--- src/rtl/seg_scan_pkg.sv ---
// Shared definitions for the seven-segment scan controller.
//   state_t          : scan FSM states (IDLE, BLANK, ON)
//   anode_on_level   : drive level of an asserted anode for a given polarity
//   anode_off_level  : drive level of an inactive anode for a given polarity
//   params_legal     : elaboration-time legality test of the top parameters
package seg_scan_pkg;

    typedef enum logic [1:0] {
        IDLE  = 2'd0,
        BLANK = 2'd1,
        ON    = 2'd2
    } state_t;

    localparam int MIN_DIGITS = 2;
    localparam int MAX_DIGITS = 16;

    function automatic logic anode_on_level(input bit active_low);
        return active_low ? 1'b0 : 1'b1;
    endfunction

    function automatic logic anode_off_level(input bit active_low);
        return active_low ? 1'b1 : 1'b0;
    endfunction

    function automatic bit params_legal(input int num_digits,
                                        input int slot_cycles,
                                        input int blank_cycles);
        return (num_digits >= MIN_DIGITS) && (num_digits <= MAX_DIGITS) &&
               (slot_cycles >= 2) && (blank_cycles >= 0) &&
               (blank_cycles < slot_cycles);
    endfunction

endpackage

--- src/rtl/seg_scan_next_digit.sv ---
// Combinational rotate-priority encoder for the digit scan.
//   mask    : per-digit participation mask
//   cur     : index of the digit currently selected
//   nxt     : next set mask bit strictly above cur, else the lowest set bit
//   wrapped : 1 when nxt did not come from above cur (scan wrapped)
//   lowest  : lowest set mask bit (0 when mask is empty)
module seg_scan_next_digit
    import seg_scan_pkg::*;
#(
    parameter int NUM_DIGITS = 8,
    parameter int SEL_W      = $clog2(NUM_DIGITS)
) (
    input  logic [NUM_DIGITS-1:0] mask,
    input  logic [SEL_W-1:0]      cur,
    output logic [SEL_W-1:0]      nxt,
    output logic                  wrapped,
    output logic [SEL_W-1:0]      lowest
);

    // Both searches walk downward so the last hit, i.e. the lowest
    // qualifying index, is the one that sticks.
    always_comb begin
        lowest = '0;
        for (int i = NUM_DIGITS - 1; i >= 0; i--) begin
            if (mask[i]) begin
                lowest = SEL_W'(i);
            end
        end

        nxt     = lowest;
        wrapped = 1'b1;
        for (int i = NUM_DIGITS - 1; i >= 0; i--) begin
            if (mask[i] && (i > int'(cur))) begin
                nxt     = SEL_W'(i);
                wrapped = 1'b0;
            end
        end
    end

endmodule

--- src/rtl/seg_scan_controller.sv ---
// Multiplexed seven-segment scan controller with internal slot timer,
// per-digit enable mask, anti-ghosting blanking and frame-start strobe.
//   clk         : system clock
//   reset       : synchronous active-low reset
//   en          : scan enable; 0 turns all anodes off on the next cycle
//   digit_mask  : 1 = digit takes part in the scan
//   anode       : one-hot anode drive, polarity set by ANODE_ACTIVE_LOW
//   S           : index of the digit currently selected
//   blank       : 1 while no anode is asserted
//   frame_start : one-cycle pulse on the first slot of each scan frame
module seg_scan_controller
    import seg_scan_pkg::*;
#(
    parameter int NUM_DIGITS       = 8,
    parameter int SLOT_CYCLES      = 208334,
    parameter int BLANK_CYCLES     = 1000,
    parameter bit ANODE_ACTIVE_LOW = 1'b1,
    parameter int SEL_W            = $clog2(NUM_DIGITS)
) (
    input  logic                  clk,
    input  logic                  reset,
    input  logic                  en,
    input  logic [NUM_DIGITS-1:0] digit_mask,
    output logic [NUM_DIGITS-1:0] anode,
    output logic [SEL_W-1:0]      S,
    output logic                  blank,
    output logic                  frame_start
);

    localparam int CNT_W = $clog2(SLOT_CYCLES);
    localparam logic [CNT_W-1:0] SLOT_LAST  = CNT_W'(SLOT_CYCLES - 1);
    localparam logic [CNT_W-1:0] BLANK_LAST =
        CNT_W'((BLANK_CYCLES == 0) ? 0 : BLANK_CYCLES - 1);
    localparam state_t SLOT_ENTRY = (BLANK_CYCLES == 0) ? ON : BLANK;
    localparam logic   ANODE_ON   = anode_on_level(ANODE_ACTIVE_LOW);
    localparam logic   ANODE_OFF  = anode_off_level(ANODE_ACTIVE_LOW);

    if (!params_legal(NUM_DIGITS, SLOT_CYCLES, BLANK_CYCLES)) begin : g_param_check
        $error("seg_scan_controller: illegal NUM_DIGITS/SLOT_CYCLES/BLANK_CYCLES");
    end

    state_t                  state_q, state_d;
    logic [CNT_W-1:0]        cnt_q, cnt_d;
    logic [SEL_W-1:0]        s_d;
    logic                    fs_d;
    logic [NUM_DIGITS-1:0]   anode_d;
    logic [SEL_W-1:0]        nxt_idx;
    logic [SEL_W-1:0]        low_idx;
    logic                    nxt_wrapped;

    seg_scan_next_digit #(
        .NUM_DIGITS (NUM_DIGITS),
        .SEL_W      (SEL_W)
    ) u_next_digit (
        .mask    (digit_mask),
        .cur     (S),
        .nxt     (nxt_idx),
        .wrapped (nxt_wrapped),
        .lowest  (low_idx)
    );

    // Next-state logic. digit_mask is only consulted on the IDLE exit and at
    // the slot boundary, so a mid-slot mask change never shortens a slot.
    always_comb begin
        state_d = state_q;
        cnt_d   = cnt_q;
        s_d     = S;
        fs_d    = 1'b0;

        unique case (state_q)
            IDLE: begin
                if (en && (digit_mask != '0)) begin
                    s_d     = low_idx;
                    cnt_d   = '0;
                    fs_d    = 1'b1;
                    state_d = SLOT_ENTRY;
                end
            end
            BLANK: begin
                if (!en) begin
                    state_d = IDLE;
                    cnt_d   = '0;
                end else begin
                    cnt_d = cnt_q + CNT_W'(1);
                    if (cnt_q == BLANK_LAST) begin
                        state_d = ON;
                    end
                end
            end
            ON: begin
                if (!en) begin
                    state_d = IDLE;
                    cnt_d   = '0;
                end else if (cnt_q == SLOT_LAST) begin
                    cnt_d = '0;
                    if (digit_mask == '0) begin
                        state_d = IDLE;
                    end else begin
                        s_d     = nxt_idx;
                        fs_d    = nxt_wrapped;
                        state_d = SLOT_ENTRY;
                    end
                end else begin
                    cnt_d = cnt_q + CNT_W'(1);
                end
            end
            default: begin
                state_d = IDLE;
                cnt_d   = '0;
            end
        endcase
    end

    // Outputs are decoded from the next state so they can be registered
    // alongside it; an out-of-range index simply matches no anode.
    always_comb begin
        anode_d = {NUM_DIGITS{ANODE_OFF}};
        if (state_d == ON) begin
            for (int i = 0; i < NUM_DIGITS; i++) begin
                if (int'(s_d) == i) begin
                    anode_d[i] = ANODE_ON;
                end
            end
        end
    end

    always_ff @(posedge clk) begin
        if (!reset) begin
            state_q     <= IDLE;
            cnt_q       <= '0;
            S           <= '0;
            anode       <= {NUM_DIGITS{ANODE_OFF}};
            blank       <= 1'b1;
            frame_start <= 1'b0;
        end else begin
            state_q     <= state_d;
            cnt_q       <= cnt_d;
            S           <= s_d;
            anode       <= anode_d;
            blank       <= (state_d != ON);
            frame_start <= fs_d;
        end
    end

endmodule

--- config.mk ---
export PLATFORM = sky130hd
export DESIGN_NAME = seg_scan_controller
export DESIGN_NICKNAME = d
export VERILOG_FILES = /design/src/rtl/seg_scan_pkg.sv /design/src/rtl/seg_scan_next_digit.sv /design/src/rtl/seg_scan_controller.sv
export SDC_FILE = /design/constraint.sdc
export NUM_CORES = 1
export LEC_CHECK = 0
export ABC_AREA = 0
export CAP_MARGIN = 20
export CORE_MARGIN = 2
export CORE_UTILIZATION = 30
export DETAILED_ROUTE_END_ITERATION = 12
export GPL_ROUTABILITY_DRIVEN = 0
export MAX_ROUTING_LAYER = met4
export SLEW_MARGIN = 10
export SYNTH_ARGS = -nofsm -noshare
export SYNTH_HDL_FRONTEND = slang
export SYNTH_SLANG_ARGS = --single-unit
--- constraint.sdc ---
create_clock -name clk -period 3.1 [get_ports clk]
set_input_delay 0.31 -clock clk [delete_from_list [all_inputs] [get_ports clk]]
set_output_delay 0.31 -clock clk [all_outputs]
set_load 0.02 [all_outputs]
==> impl_metrics.env, run 1 <==
export IMPL_status="finished clean"
export IMPL_finalCriticalPeriod_ps=2670
export IMPL_synthArstFlopShare_pct=0
export IMPL_clock_root_buffer="clkbuf_8"
export IMPL_clock_fmax_mhz=375
export IMPL_cts_buffers=5
export IMPL_met3_usage_pct=4.15
export IMPL_tightest_slew_ps=651
export IMPL_vias=1756
export IMPL_ys_ff_latch=33
export IMPL_vdd_drop_max_mv=0.209
export IMPL_drv_cap=0
export IMPL_synth_xor_area_share_pct=6.89
export IMPL_netSwitchingFraction_pct=25.0
export IMPL_max_slew_margin_pct=56.3
export IMPL_synth_nets=247
export IMPL_synth_cells=230
export IMPL_cts_tree="done"
export IMPL_hold_violations=0
export IMPL_cts_hold_buf=0
export IMPL_grt_pass1_wl_mm=7.73
export IMPL_grt_overflow=0
export IMPL_clock_power_share_pct=37.3
export IMPL_antenna_left=0
export IMPL_period_share_pct=86.0
export IMPL_coreArea_um2=6240
export IMPL_mappedNetlistArea_um2=1910
export IMPL_synth_adder_area_share_pct=4.46
export IMPL_portBuffers=23
export IMPL_fin_setup_tns_ps=0
export IMPL_cp_end_kind="flop"
export IMPL_synth_ff_type="dfxtp_1"
export IMPL_netlist_cell_type_count=54
export IMPL_gr_max_usage_layer="met2"
export IMPL_power_switching_uw=218
export IMPL_use_met1_pct=16.3
export IMPL_clock_latency_ps=280
export IMPL_nNetsFinal=279
export IMPL_routed_wl_mm=4.45
export IMPL_path_clk_slew_ps=60
export IMPL_synth_edf_count=0
export IMPL_min_path_type="flop to flop"
export IMPL_syn2layout_area_growth_pct=23.4
export IMPL_synth_compound_area_share_pct=21.3
export IMPL_layout_setup_ws_ps=434
export IMPL_drcViolationCount=0
export IMPL_htreeDepth=2
export IMPL_synth_top_family_by_area="simple AND/OR/NAND/NOR gates"
export IMPL_rows=29
export IMPL_cts_setup_buffers=0
export IMPL_powerDensity_nw_per_um2=369
export IMPL_p_int_uw=652
export IMPL_io_pins=24
export IMPL_dr_pass1_iters=4
export IMPL_power_share_sequential_pct=50.2
export IMPL_synth_avg_cell_area_um2=8.29
export IMPL_drv_slew=0
export IMPL_cp_start_kind="flop"
export IMPL_yosys_area_share_simple_pct=29.3
export IMPL_synth_warnings=0
export IMPL_rsz0062_at_grt="no"
export IMPL_die_height_um=83.7
export IMPL_place_ws_ps=272
export IMPL_die_w_um=83.7
export IMPL_cts_resized=0
export IMPL_clk_path_buf_depth=2
export IMPL_drive_gt1_share_pct=8.78
export IMPL_diodes=0
export IMPL_cts_sinks=33
export IMPL_p_leak_uw=0.000793
export IMPL_critPathRequiredTime_ps=3250
export IMPL_dieArea_um2=7010
export IMPL_grt_pass1_vias=1721
export IMPL_grtUsageMet2_pct=21.7
export IMPL_antenna_found_initial=0
export IMPL_vias_per_cell=5.18
export IMPL_grt_usage_pct=13.6
export IMPL_critPathKind="flop to flop"
export IMPL_power_share_combinational_pct=12.5
export IMPL_drtIter0Drc=88
export IMPL_cp_arrival_ps=2820
export IMPL_start_util_pct=30.6
export IMPL_seq_area_frac_synth_pct=34.6
export IMPL_skew_ps=5.95
export IMPL_setup_viol=0
export IMPL_critPathMaxFanout=5
export IMPL_drt_wirelength_per_cell_um=13.1
export IMPL_dp_hpwl_mm=3.31
export IMPL_synthMuxAreaShare_pct=0
export IMPL_grt_max_degree=19
[logic make-up after synthesis]
| logic type | after synthesis |
|---|---|
| adder cells (fa/ha/maj) | 7 |
| buffers and inverters | 17 |
| XOR/XNOR | 15 |
| AND/OR/NAND/NOR | 102 |
| flip-flops | 33 |
| AO/OA/AOI/OAI | 56 |
[power groups by stage]
stage | logic (uW) | clock network, uW | registers [uW]
5_1_grt | 123 | 355 | 437
2_1_floorplan | 64.8 | 0 | 446
3_3_place_gp | 109 | 0 | 445
6_report | 109 | 324 | 436
4_1_cts | 109 | 336 | 436
3_5_place_dp | 109 | 0 | 445
[flip-flops by register name, indices dropped and copies added, names as in the netlist]
signal and count:
cnt_q 18, anode 8, S 3, state_q 2, blank 1, frame_start 1
[through the flow]
step | instance area (um^2) | power (uW) | utilization, % | hold slack [ps] | cells
floorplan | 1910 | 511 | - | 432 | 230
global placement | 2270 | 554 | 36.3 | 511 | 332
detailed placement | 2270 | 554 | 36.3 | 507 | 332
CTS | 2350 | 881 | 37.7 | 523 | 339
global route | 2350 | 915 | 37.7 | 576 | 339
finish | 2350 | 869 | 37.7 | 523 | 339
[layer usage]
layer	share of wire [%]	vias to the layer above	routed length [um]
li1	-	910	-
met1	48	800	2120
met2	46	40	2030
met3	5.6	6	248
met4	1.1	0	49
met5	0	-	0
[worst max-delay path: stages (launching register included)]
cell and delay, ps:
dfxtp_1 330, or4b_1 580, or4_4 580, o2111ai_2 200, o211ai_2 150, a211oi_4 250
or4b_1 450
[synthesized netlist by cell type, drive strengths merged, types with 5 or more instances]
cell / instances / area [um^2]
o21ai: 13 / 68.8
nand4: 7 / 43.8
nand4b: 5 / 43.8
nand2: 21 / 78.8
xor2: 11 / 96.3
ha: 6 / 75.1
dfxtp: 33 / 661
inv: 12 / 45.0
nor2: 27 / 101
clkbuf: 5 / 18.8
a21oi: 11 / 55.1
nand3: 9 / 45.0
[cells in the final DEF, fill, tap and decap left out, drive strengths merged, types with 2 or more instances in the layout]
cell / n
nor2b: 4
and3: 4
o21ai: 13
nor2: 27
clkdlybuf4s50: 23
xor2: 11
o21a: 2
nor3: 2
nand4b: 5
nor4: 3
inv: 12
buf: 7
clkbuf: 7
nand2: 21
a211oi: 4
dfxtp: 33
or4b: 3
o211ai: 4
nand4: 7
or4: 4
and2: 3
xnor2: 4
or2: 2
a21boi: 3
and4: 2
ha: 6
nor4b: 2
nand3: 9
a2111oi: 2
a21oi: 11
a31oi: 3
[worst paths after layout]
kind | from | endpoint | slack (ps) | depth (start not counted)
worst max-delay path | cnt_q[14] | anode[3] | 430 | 6
worst min-delay path | cnt_q[1] | cnt_q[1] | 520 | 2
worst max register to register | cnt_q[14] | anode[3] | 430 | 6
worst min register to register | cnt_q[1] | cnt_q[1] | 520 | 2
[final cells by class]
class                           count  area [um^2]
Inverter                           12         45.0
Multi-Input combinational cell    180         1180
Tap cell                           77         96.3
Sequential cell                    33          661
Timing Repair Buffer               30          283
Clock buffer                        7         86.3
Fill cell                         650         3890
Note: power is estimated with default switching activity, not from simulation.
==> run 2, diff against run 1 <==
- TNS_END_PERCENT: not set -> 30
==> results of run 2 <==
The final DEF is identical to that of run 1; final timing and power are the same.
